<file path="src/rtl/m68k_bus_pkg.sv">
// Shared types and constants for the A500 expansion-bus 68000 master.
package m68k_bus_pkg;

   localparam int ADDR_W             = 23;
   localparam int DATA_W             = 16;
   localparam int BE_W               = 2;
   localparam int TIMEOUT_CYCLES_DEF = 255;
   localparam int SYNC_STAGES_DEF    = 2;

   // be[1] drives _UDS, be[0] drives _LDS
   typedef enum logic [BE_W-1:0] {
      BE_NONE  = 2'b00,
      BE_LOWER = 2'b01,
      BE_UPPER = 2'b10,
      BE_WORD  = 2'b11
   } be_e;

   typedef enum logic [3:0] {
      IDLE, ARB, S0, S1, S2, S3, S4, WAIT, S5, S6, S7, REL
   } bus_state_e;

endpackage

</file>
<file path="src/rtl/m68k_bus_master_if.sv">
// Local request port plus 68000 expansion-bus pins of the bus master.
interface m68k_bus_master_if;
   import m68k_bus_pkg::*;

   logic              req;
   logic              we;
   logic [ADDR_W-1:0] addr;
   logic [BE_W-1:0]   be;
   logic [DATA_W-1:0] wdata;
   logic [DATA_W-1:0] rdata;
   logic              ack;
   logic              err;
   logic              busy;

   logic              _BR;
   logic              _BG;
   logic              _BGACK_o;
   logic              _BGACK_i;
   logic              _AS_i;
   logic              bus_oe;
   logic [ADDR_W-1:0] A_o;
   logic              _AS_o;
   logic              _UDS_o;
   logic              _LDS_o;
   logic              RW_o;
   logic [DATA_W-1:0] D_o;
   logic              D_oe;
   logic [DATA_W-1:0] D_i;
   logic              _DTACK;
   logic              _BERR;

   modport master (
      input  req, we, addr, be, wdata,
      output rdata, ack, err, busy,
      output _BR, _BGACK_o, bus_oe, A_o, _AS_o, _UDS_o, _LDS_o, RW_o, D_o, D_oe,
      input  _BG, _BGACK_i, _AS_i, D_i, _DTACK, _BERR
   );

   modport slave (
      output req, we, addr, be, wdata,
      input  rdata, ack, err, busy,
      input  _BR, _BGACK_o, bus_oe, A_o, _AS_o, _UDS_o, _LDS_o, RW_o, D_o, D_oe,
      output _BG, _BGACK_i, _AS_i, D_i, _DTACK, _BERR
   );

endinterface

</file>
<file path="src/rtl/sync_n.sv">
// Multi-flop synchronizer for active-low asynchronous bus inputs; resets to
// the inactive (high) level so nothing looks asserted right after reset.
module sync_n #(
   parameter int SYNC_STAGES = 2
) (
   input  logic CLK,
   input  logic _RST,
   input  logic d,
   output logic q
);

   logic [SYNC_STAGES-1:0] chain_p;

   always_ff @(posedge CLK or negedge _RST) begin
      if (!_RST) begin
         chain_p <= '1;
      end else begin
         chain_p[0] <= d;
         for (int i = 1; i < SYNC_STAGES; i++) chain_p[i] <= chain_p[i-1];
      end
   end

   assign q = chain_p[SYNC_STAGES-1];

endmodule

</file>
<file path="src/rtl/m68k_bus_master.sv">
// 68000 expansion-bus initiator: arbitrates with _BR/_BG/_BGACK, runs one
// asynchronous read or write cycle, then releases the bus.
module m68k_bus_master
   import m68k_bus_pkg::*;
#(
   parameter int TIMEOUT_CYCLES = TIMEOUT_CYCLES_DEF,
   parameter int SYNC_STAGES    = SYNC_STAGES_DEF
) (
   input logic               CLK,
   input logic               _RST,
   m68k_bus_master_if.master bus
);

   localparam int CNT_MAX = (TIMEOUT_CYCLES > SYNC_STAGES) ? TIMEOUT_CYCLES : SYNC_STAGES;
   localparam int CNT_W   = $clog2(CNT_MAX + 1);
   localparam logic [CNT_W-1:0] TO_LAST    = CNT_W'(TIMEOUT_CYCLES - 1);
   localparam logic [CNT_W-1:0] ARB_SETTLE = CNT_W'(SYNC_STAGES);

   bus_state_e        state;
   logic [CNT_W-1:0]  cnt;
   logic              fail;
   logic              accept;

   logic              we_q;
   logic [ADDR_W-1:0] addr_q;
   logic [BE_W-1:0]   be_q;
   logic [DATA_W-1:0] wdata_q;

   logic bg_s, dtack_s, berr_s, as_s, bgack_s;

   sync_n #(.SYNC_STAGES(SYNC_STAGES)) u_sync_bg    (.CLK(CLK), ._RST(_RST), .d(bus._BG),       .q(bg_s));
   sync_n #(.SYNC_STAGES(SYNC_STAGES)) u_sync_dtack (.CLK(CLK), ._RST(_RST), .d(bus._DTACK),   .q(dtack_s));
   sync_n #(.SYNC_STAGES(SYNC_STAGES)) u_sync_berr  (.CLK(CLK), ._RST(_RST), .d(bus._BERR),    .q(berr_s));
   sync_n #(.SYNC_STAGES(SYNC_STAGES)) u_sync_as    (.CLK(CLK), ._RST(_RST), .d(bus._AS_i),     .q(as_s));
   sync_n #(.SYNC_STAGES(SYNC_STAGES)) u_sync_bgack (.CLK(CLK), ._RST(_RST), .d(bus._BGACK_i), .q(bgack_s));

   assign accept = (state == IDLE) && bus.req && (bus.be != BE_NONE);

   // Request fields are held from acceptance until the next acceptance, so
   // the address and write data stay stable for the whole bus cycle.
   always_ff @(posedge CLK) begin
      if (accept) begin
         we_q    <= bus.we;
         addr_q  <= bus.addr;
         be_q    <= bus.be;
         wdata_q <= bus.wdata;
      end
   end

   assign bus.A_o = addr_q;
   assign bus.D_o = wdata_q;

   always_ff @(posedge CLK or negedge _RST) begin
      if (!_RST) begin
         state        <= IDLE;
         cnt          <= '0;
         fail         <= 1'b0;
         bus._BR      <= 1'b1;
         bus._BGACK_o <= 1'b1;
         bus.bus_oe   <= 1'b0;
         bus.D_oe     <= 1'b0;
         bus._AS_o    <= 1'b1;
         bus._UDS_o   <= 1'b1;
         bus._LDS_o   <= 1'b1;
         bus.RW_o     <= 1'b1;
         bus.ack      <= 1'b0;
         bus.err      <= 1'b0;
         bus.busy     <= 1'b0;
         bus.rdata    <= '0;
      end else begin
         bus.ack <= 1'b0;
         bus.err <= 1'b0;
         unique case (state)
            IDLE: begin
               if (bus.req && bus.be == BE_NONE) begin
                  bus.err <= 1'b1;
               end else if (accept) begin
                  bus.busy <= 1'b1;
                  bus._BR  <= 1'b0;
                  cnt      <= '0;
                  fail     <= 1'b0;
                  state    <= ARB;
               end
            end
            // Grant is only trusted once the synchronizers hold samples taken
            // after _BR went low.
            ARB: begin
               if (cnt != ARB_SETTLE) begin
                  cnt <= cnt + 1'b1;
               end else if (!bg_s && as_s && dtack_s && bgack_s) begin
                  bus._BGACK_o <= 1'b0;
                  bus._BR      <= 1'b1;
                  bus.bus_oe   <= 1'b1;
                  bus.RW_o     <= ~we_q;
                  state        <= S0;
               end
            end
            S0: state <= S1;
            S1: begin
               bus._AS_o <= 1'b0;
               if (!we_q) begin
                  bus._UDS_o <= ~be_q[1];
                  bus._LDS_o <= ~be_q[0];
               end
               state <= S2;
            end
            S2: begin
               if (we_q) bus.D_oe <= 1'b1;
               state <= S3;
            end
            S3: begin
               if (we_q) begin
                  bus._UDS_o <= ~be_q[1];
                  bus._LDS_o <= ~be_q[0];
               end
               state <= S4;
            end
            S4: begin
               cnt   <= '0;
               state <= WAIT;
            end
            // _BERR is checked ahead of _DTACK so a simultaneous pair aborts.
            WAIT: begin
               if (!berr_s || (dtack_s && cnt == TO_LAST)) begin
                  fail       <= 1'b1;
                  bus._AS_o  <= 1'b1;
                  bus._UDS_o <= 1'b1;
                  bus._LDS_o <= 1'b1;
                  state      <= S7;
               end else if (!dtack_s) begin
                  state <= S5;
               end else begin
                  cnt <= cnt + 1'b1;
               end
            end
            S5: state <= S6;
            S6: begin
               if (!we_q) bus.rdata <= bus.D_i;
               bus._AS_o  <= 1'b1;
               bus._UDS_o <= 1'b1;
               bus._LDS_o <= 1'b1;
               state      <= S7;
            end
            S7: begin
               bus.bus_oe   <= 1'b0;
               bus.D_oe     <= 1'b0;
               bus._BGACK_o <= 1'b1;
               bus.RW_o     <= 1'b1;
               bus.ack      <= ~fail;
               bus.err      <= fail;
               state        <= REL;
            end
            REL: begin
               bus.busy <= 1'b0;
               state    <= IDLE;
            end
            default: state <= IDLE;
         endcase
      end
   end

endmodule

</file>
<file path="src/flat_wrapper.sv">
// flat-port wrapper written by rule: the top's interface ports become plain ports
module m68k_bus_master_flat import m68k_bus_pkg::*;
#(
   parameter int TIMEOUT_CYCLES = TIMEOUT_CYCLES_DEF,
   parameter int SYNC_STAGES    = SYNC_STAGES_DEF
)
  (CLK, _RST, bus_req, bus_we, bus_addr, bus_be, bus_wdata, bus_rdata, bus_ack, bus_err, bus_busy, bus__BR, bus__BGACK_o, bus_bus_oe, bus_A_o, bus__AS_o, bus__UDS_o, bus__LDS_o, bus_RW_o, bus_D_o, bus_D_oe, bus__BG, bus__BGACK_i, bus__AS_i, bus_D_i, bus__DTACK, bus__BERR);
  m68k_bus_master_if bus_i ();
  input logic CLK;
  input logic _RST;
  input wire logic [$bits(bus_i.req)-1:0] bus_req;
  input wire logic [$bits(bus_i.we)-1:0] bus_we;
  input wire logic [$bits(bus_i.addr)-1:0] bus_addr;
  input wire logic [$bits(bus_i.be)-1:0] bus_be;
  input wire logic [$bits(bus_i.wdata)-1:0] bus_wdata;
  output wire logic [$bits(bus_i.rdata)-1:0] bus_rdata;
  output wire logic [$bits(bus_i.ack)-1:0] bus_ack;
  output wire logic [$bits(bus_i.err)-1:0] bus_err;
  output wire logic [$bits(bus_i.busy)-1:0] bus_busy;
  output wire logic [$bits(bus_i._BR)-1:0] bus__BR;
  output wire logic [$bits(bus_i._BGACK_o)-1:0] bus__BGACK_o;
  output wire logic [$bits(bus_i.bus_oe)-1:0] bus_bus_oe;
  output wire logic [$bits(bus_i.A_o)-1:0] bus_A_o;
  output wire logic [$bits(bus_i._AS_o)-1:0] bus__AS_o;
  output wire logic [$bits(bus_i._UDS_o)-1:0] bus__UDS_o;
  output wire logic [$bits(bus_i._LDS_o)-1:0] bus__LDS_o;
  output wire logic [$bits(bus_i.RW_o)-1:0] bus_RW_o;
  output wire logic [$bits(bus_i.D_o)-1:0] bus_D_o;
  output wire logic [$bits(bus_i.D_oe)-1:0] bus_D_oe;
  input wire logic [$bits(bus_i._BG)-1:0] bus__BG;
  input wire logic [$bits(bus_i._BGACK_i)-1:0] bus__BGACK_i;
  input wire logic [$bits(bus_i._AS_i)-1:0] bus__AS_i;
  input wire logic [$bits(bus_i.D_i)-1:0] bus_D_i;
  input wire logic [$bits(bus_i._DTACK)-1:0] bus__DTACK;
  input wire logic [$bits(bus_i._BERR)-1:0] bus__BERR;
  assign bus_i.req = bus_req;
  assign bus_i.we = bus_we;
  assign bus_i.addr = bus_addr;
  assign bus_i.be = bus_be;
  assign bus_i.wdata = bus_wdata;
  assign bus_rdata = bus_i.rdata;
  assign bus_ack = bus_i.ack;
  assign bus_err = bus_i.err;
  assign bus_busy = bus_i.busy;
  assign bus__BR = bus_i._BR;
  assign bus__BGACK_o = bus_i._BGACK_o;
  assign bus_bus_oe = bus_i.bus_oe;
  assign bus_A_o = bus_i.A_o;
  assign bus__AS_o = bus_i._AS_o;
  assign bus__UDS_o = bus_i._UDS_o;
  assign bus__LDS_o = bus_i._LDS_o;
  assign bus_RW_o = bus_i.RW_o;
  assign bus_D_o = bus_i.D_o;
  assign bus_D_oe = bus_i.D_oe;
  assign bus_i._BG = bus__BG;
  assign bus_i._BGACK_i = bus__BGACK_i;
  assign bus_i._AS_i = bus__AS_i;
  assign bus_i.D_i = bus_D_i;
  assign bus_i._DTACK = bus__DTACK;
  assign bus_i._BERR = bus__BERR;
  m68k_bus_master #(.TIMEOUT_CYCLES(TIMEOUT_CYCLES), .SYNC_STAGES(SYNC_STAGES)) u_core (.CLK(CLK), ._RST(_RST), .bus(bus_i));
endmodule
</file>
<file path="config.mk">
export PLATFORM = sky130hd
export DESIGN_NAME = m68k_bus_master_flat
export DESIGN_NICKNAME = d
export VERILOG_FILES = /design/src/rtl/m68k_bus_pkg.sv /design/src/rtl/m68k_bus_master_if.sv /design/src/rtl/sync_n.sv /design/src/rtl/m68k_bus_master.sv /design/src/flat_wrapper.sv
export SDC_FILE = /design/constraint.sdc
export NUM_CORES = 1
export LEC_CHECK = 0
export ABC_AREA = 1
export CORE_UTILIZATION = 44
export CTS_CLUSTER_DIAMETER = 40
export DETAILED_ROUTE_END_ITERATION = 6
export GPL_TIMING_DRIVEN = 0
export PLACE_DENSITY = 0.79
export SLEW_MARGIN = 10
export SYNTH_ARGS = -nofsm -noshare
export SYNTH_HDL_FRONTEND = slang
export SYNTH_SLANG_ARGS = --single-unit
</file>
<file path="constraint.sdc">
create_clock -name CLK -period 3.4 [get_ports CLK]
set_input_delay 0.51 -clock CLK [delete_from_list [all_inputs] [get_ports CLK]]
set_output_delay 0.51 -clock CLK [all_outputs]
set_load 0.05 [all_outputs]
</file>
==> results of run 1 <==
state kept, by name, summed over array words and instances, names as in the netlist, 2 cells and up:
| signal | flops |
|---|---|
| u_core.u_sync_dtack.chain_p | 2 |
| u_core.state | 4 |
| u_core.cnt | 8 |
| u_core.bus.D_o | 16 |
| u_core.bus.A_o | 23 |
| u_core.u_sync_berr.chain_p | 2 |
| u_core.bus.rdata | 16 |
| u_core.be_q | 2 |
| u_core.u_sync_bgack.chain_p | 2 |
| u_core.u_sync_bg.chain_p | 2 |
| u_core.u_sync_as.chain_p | 2 |
area by class of cell:
class                   instances  area [um2]
multi-input cells             177         973
well taps                     102         128
clock buffers                   9         124
flip-flops and latches         92        2530
fillers                       566        2510
clock inverters                 7         120
repair buffers                133        1350
inverters                      26        97.6
plain buffers                   1        11.3
power by group:
group          switching (mW)  total, mW  internal (mW)
registers               0.160       1.62           1.46
logic                    1.28       1.96          0.684
clock network           0.395      0.887          0.492
routing by layer:
layer  routed length, um  vias up  track usage
met3                 558       21       0.0624
met1                3230     1283        0.244
met2                4390      105        0.355
met5                   0        -            0
met4                 232        0        0.115
li1                    -     1268            -
path summary, 6_finish.rpt:
kind,end
setup / recovery,bus_RW_o
hold / removal,u_core.state[1]
setup reg to reg,u_core.cnt[2]
hold reg to reg,u_core.u_sync_berr.chain_p[1]
max in group asynchronous,u_core.u_sync_berr.chain_p[0]
min in group CLK,u_core.u_sync_berr.chain_p[1]
cells by family (layout without fill, tap and decap cells):
kind of cell	after synthesis	count (layout)	synth area share
mux	16	16	0.0604
simple gates	140	140	0.165
flops	92	92	0.702
fa+ha+maj	2	2	0.00694
compound gates	17	17	0.0305
buf+inv	27	176	0.0302
xor+xnor	2	2	0.00486
metrics by stage:
step / util / hold WS [ns] / area, um2
4_1_cts: 0.680 / 0.0391 / 5330
6_report: 0.680 / 0.0327 / 5330
2_1_floorplan: - / 0.214 / 3610
3_5_place_dp: 0.648 / 0.348 / 5090
3_3_place_gp: 0.643 / 0.346 / 5050
5_1_grt: 0.680 / 0.0440 / 5330
placed cells by master (no fill, tap or decap):
cell / netlist / routed
nand2_1: 72 / 72
nand3_2: 1 / 1
inv_1: 17 / 17
a21oi_1: 3 / 3
ha_1: 2 / 2
nand2_4: 1 / 1
buf_2: 0 / 1
buf_12: 0 / 2
a32o_1: 2 / 2
o21bai_1: 1 / 1
buf_6: 1 / 1
nand3b_1: 1 / 1
o22a_1: 1 / 1
clkinv_1: 0 / 1
nand2_2: 4 / 4
mux2_4: 10 / 10
nor2_2: 4 / 4
o211ai_1: 2 / 2
bufinv_16: 0 / 3
dfstp_2: 16 / 16
dfrtp_1: 34 / 34
clkdlybuf4s50_1: 0 / 130
nand4_1: 1 / 1
inv_2: 9 / 9
nor2_1: 37 / 36
nor2_4: 1 / 2
mux2_1: 6 / 6
nor3_1: 1 / 1
edfxtp_1: 42 / 42
inv_6: 0 / 2
xnor2_1: 2 / 2
clkbuf_8: 0 / 9
nand3_1: 17 / 17
o21ai_0: 2 / 2
a22o_1: 1 / 1
clkinv_4: 0 / 1
o21ai_1: 5 / 5
==> impl_results.md, run 1 <==
- Delay-heaviest family, CP: buffers and inverters
- Clock Sinks: 92
- Die Height: 92.5 um
- Drt wl/cell: 15.4 um
- Layout Area Growth over Synthesis: 47.8%
- Ys flop type: edfxtp_1
- Yosys reg bits: 92
- Hold Vio Cnt, Final: 0
- Number of cells upsized or downsized after cts: 0
- Final Max Slew Viols: 0
- Crit path required time: a little under 3 ns
- Commonest cells in the netlist: 72 x nand2_1, 42 x edfxtp_1, 37 x nor2_1
- Reg2reg start: u_core.cnt[0]
- Io pins: approximately 130
- EDFF count, synth: 42
- Post-synth cell types: 29
- Critical path type: flip-flop to output port
- Max_cap viols: 0
- Asr flop ratio synth: 0.543
- Fin crit period: 2.22 ns
- Pre-CTS setup slack: 1.18 ns
- Post-DR vias/cell: slightly below 5
- Synth area leader: edfxtp_1
- Slowest CP cell: clkdlybuf4s50_1
- Crit path from: u_core.bus.RW_o
- CP Max Fanout: 2
- Finished Layout Cells: around 550
- Clk_lat worst skew: 0.37 ns
- CTS H-tree depth: 3
- Final setup viols: 0
- Reg2reg setup slack: 1.59 ns
- Cell Chain, Critical Path: clkdlybuf4s50_1
- Total power: 4.48 mW
- Slew @ Worst Pin: 0.547 ns
- N_diodes: 0
- Nets: 508
- Via count: 2677
- Setup TNS: 0 ns
- Number of global-route vias before repair: 2739
- Setup ws final: between 1 and 1.5 ns
- Mapped Cells: about 300
- FP Rows: 32
- Area share of the largest cell type after synthesis: 0.350
- Worst-case clock buffer depth: 2
- CP peak stage delay: 0.82 ns
- Setup crit end kind: output port
- First-pass GRT wire length: 13500 um
- Hold crit path type: primary input to asynchronous set/reset pin
- DR pass1 iterations: 4
- Starting Density: 0.460
- PortBufs: 131
- Num CTS Buffers: 9
- Crit path depth: 1
- Grt ovf: 0
- Placed Cells: 531
- Largest net degree at the start of global routing: 39
- Number of DRC markers in iteration 0: 131
- Most frequent cell after synthesis: nand2_1
- Status: finished clean
- FF-to-FF path depth: 10
- Sequential element share of the synthesized area: 0.702
- Worst Setup Start Kind: flip-flop
- Hold_buf cts: 0
- WP data arrival: 1.71 ns
- Routed WL: ~8400 um
- Total GRT Usage: 0.212
- Syn Nets: 364
- Unrepaired setup endpoints after global routing: no
- Layout cell share with drive strength beyond 1: 0.148
- Drt drc: 0
- Mapped Area: 3610 um2
- Avg Inst Size Synth: 12.2 um2
- Fin crit share: 0.654
- Area of the die: 8560 um2
- Initial antenna violation count: 0
- Buf+Inv Stages, Crit Path: 1
- CTS clk-pin slew, worst paths: ~0.09 ns
- Synth top area cells: edfxtp_1 35%, dfrtp_1 24%, dfstp_2 12%
- Core Area: 7850 um2
- Pwr dens: around 840 nW/um2
- Gp weighted congestion: 0.783
- Post-DRT Antenna Nets: 0
- Post-CTS Setup Inserts: 0
- CTS Root Cell: clkbuf_8
- Max-Slew Margin vs Limit: 0.634
- Fmax: 450 MHz
- CTS tree: done
- YS warnings: 0
- Post-DP HPWL: ~6200 um
- Horiz. Die Dim: between 90 and 100 um
- Post-route clock skew: about 0.018 ns
- Max IR drop VDD: around 0.64 mV
- Total leakage power: between 2 and 2.5 nW
No activity file was read; power rests on OpenSTA's default activity.
==> run 2: changes to the inputs <==
CORE_UTILIZATION = 40   (was 44)
PLACE_DENSITY = 0.76   (was 0.79)
clock period = 1.78 ns   (was 3.4 ns; I/O delays follow)
==> run 2 against run 1 <==
  * Sequential share of layout area increased by 0.58 points
  * Die area increased by 9.8%
  * Design area decreased by 1.1%
  * Power increased by 80%
  * Global-route usage decreased by 2.4 points
  * Non-clock buffer count unchanged
  * Highest routed layer unchanged
  * Sequential cell count unchanged
  * Cell count increased by 1.6%
  * Hold slack improved by 0.26 ns
  * Setup slack got worse by 1.1 ns
  * Combinational power increased by 83%
  * Register-to-register slack got worse by 1.4 ns
==> impl_results.md, run 2 (synthesized netlist as in run 1, its figures left out) <==
- Horiz. Die Dim: 97.0 um
- CTS clk-pin slew, worst paths: around 0.1 ns
- Critical path type: flip-flop to output port
- Hold crit path type: primary input to flip-flop
- Slowest CP cell: dlygate4sd2_1
- Starting Density: 0.414
- Worst Setup Start Kind: flip-flop
- Setup ws final: 0.0453 ns
- Area of the die: 9400 um2
- Total GRT Usage: 0.188
- Cell Chain, Critical Path: dlygate4sd2_1
- Final setup viols: 0
- Post-DR vias/cell: 4.81
- Pre-CTS setup slack: -0.596 ns
- Number of DRC markers in iteration 0: 184
- Setup TNS: 0 ns
- CTS Root Cell: clkbuf_8
- Status: finished clean
- Hold Vio Cnt, Final: 0
- CTS H-tree depth: 3
- DR pass1 iterations: 4
- Most common library cell in the layout ignoring fill and taps: nand2_1
- Largest net degree at the start of global routing: 40
- Final instance area: 5270 um2
- Total leakage power: ~2.3 nW
- Unrepaired setup endpoints after global routing: no
- Slew @ Worst Pin: 0.556 ns
- Delay-heaviest family, CP: buffers and inverters
- FP Rows: 34
- Max_cap viols: 0
- CP peak stage delay: 0.56 ns
- Max IR drop VDD: 0.915 mV
- Worst-case clock buffer depth: 2
- Fin crit share: 0.975
- Post-DP HPWL: a little over 6000 um
- Placed cell area: slightly above 5000 um2
- Drt drc: 0
- Die Height: 97.0 um
- Max FFs per register: 23
- N_diodes: 0
- Core Area: 8720 um2
- Post-DRT Antenna Nets: 0
- Commonest non-fill, non-tap cells in the layout: 71 x nand2_1, 65 x dlygate4sd2_1, 64 x clkdlybuf4s50_1
- Grt ovf: 0
- Routed WL: 8350 um
- Number of global-route vias before repair: 2696
- Layout fillers: 727
- Fmax: slightly below 600 MHz
- Gp weighted congestion: 0.887
- Clk_lat worst skew: 0.37 ns
- Finished Layout Cells: approximately 560
- CTS tree: done
- Max-Slew Margin vs Limit: 0.631
- Setup crit end kind: output port
- Final Max Slew Viols: 0
- Placed Cells: 536
- Buf+Inv Stages, Crit Path: 1
- Crit path required time: 1.51 ns
- Final hold slack: about 0.29 ns
- Via count: roughly 2700
- Io pins: 132
- PortBufs: 131
- Layout cell share with drive strength beyond 1: 0.163
- Layout Area Growth over Synthesis: 46.1%
- WP data arrival: 1.47 ns
- CP Max Fanout: 2
- First-pass GRT wire length: 13500 um
- Nets: 511
- Post-route clock skew: about 0.014 ns
- Post-CTS Setup Inserts: 0
- Fin crit period: between 1.5 and 2 ns
- Reg2reg setup slack: roughly 0.17 ns
- Drt wl/cell: 15.0 um
- Clock Sinks: 92
- Num CTS Buffers: 9
- Pwr dens: 1530 nW/um2
- Initial antenna violation count: 0
-- run 2: final cells by class --
type | instances | area, um2 | share of cell area
buffer | 1 | 11.3 | 0.00214
clock buffer | 9 | 124 | 0.0235
clock inverter | 7 | 80.1 | 0.0152
inverter | 26 | 97.6 | 0.0185
multi-input combinational | 180 | 1030 | 0.196
sequential | 92 | 2530 | 0.481
tap | 108 | 135 | 0.0256
timing repair buffer | 133 | 1260 | 0.239
-- run 2: worst paths after layout --
check                                            endpoint                            from  cells past startpoint
min in group asynchronous                   u_core.cnt[5]                            _RST                      2
hold reg to reg            u_core.u_sync_dtack.chain_p[1]  u_core.u_sync_dtack.chain_p[0]                      0
hold / removal             u_core.u_sync_bgack.chain_p[0]                    bus__BGACK_i                      1
setup reg to reg                            u_core.cnt[6]                   u_core.cnt[0]                     10
setup / recovery                             bus__BGACK_o             u_core.bus._BGACK_o                      1
max in group asynchronous                  u_core.bus._BR                            _RST                      3
-- run 2: stage by stage --
| stage | util | total power [mW] |
|---|---|---|
| floorplan | - | 5.62 |
| global placement | 0.580 | 6.80 |
| detailed placement | 0.582 | 6.86 |
| CTS | 0.601 | 8.05 |
| global route | 0.604 | 8.51 |
| finish | 0.604 | 8.07 |
-- run 2: timing repair --
action | CTS | global route
hold buffers | 1 | 0
gates resized for setup | 69 | 7
gates cloned | 3 | 0
hold endpoints to repair | 8 | 0
setup endpoints to repair | 108 | 11
pin swaps | 2 | 0
-- run 2: where the power goes --
group          leakage, nW  internal, mW  switching, mW
registers            0.971          2.80          0.288
logic                 1.25          1.07           2.52
clock network       0.0994         0.557          0.840
-- run 2: routing by layer --
layer | vias up | track usage | part of all wire
met3 | 19 | 0.0462 | 0.056
met4 | 0 | 0.103 | 0.029
met1 | 1287 | 0.220 | 0.40
met2 | 84 | 0.316 | 0.51
li1 | 1283 | - | -
met5 | - | 0 | 0
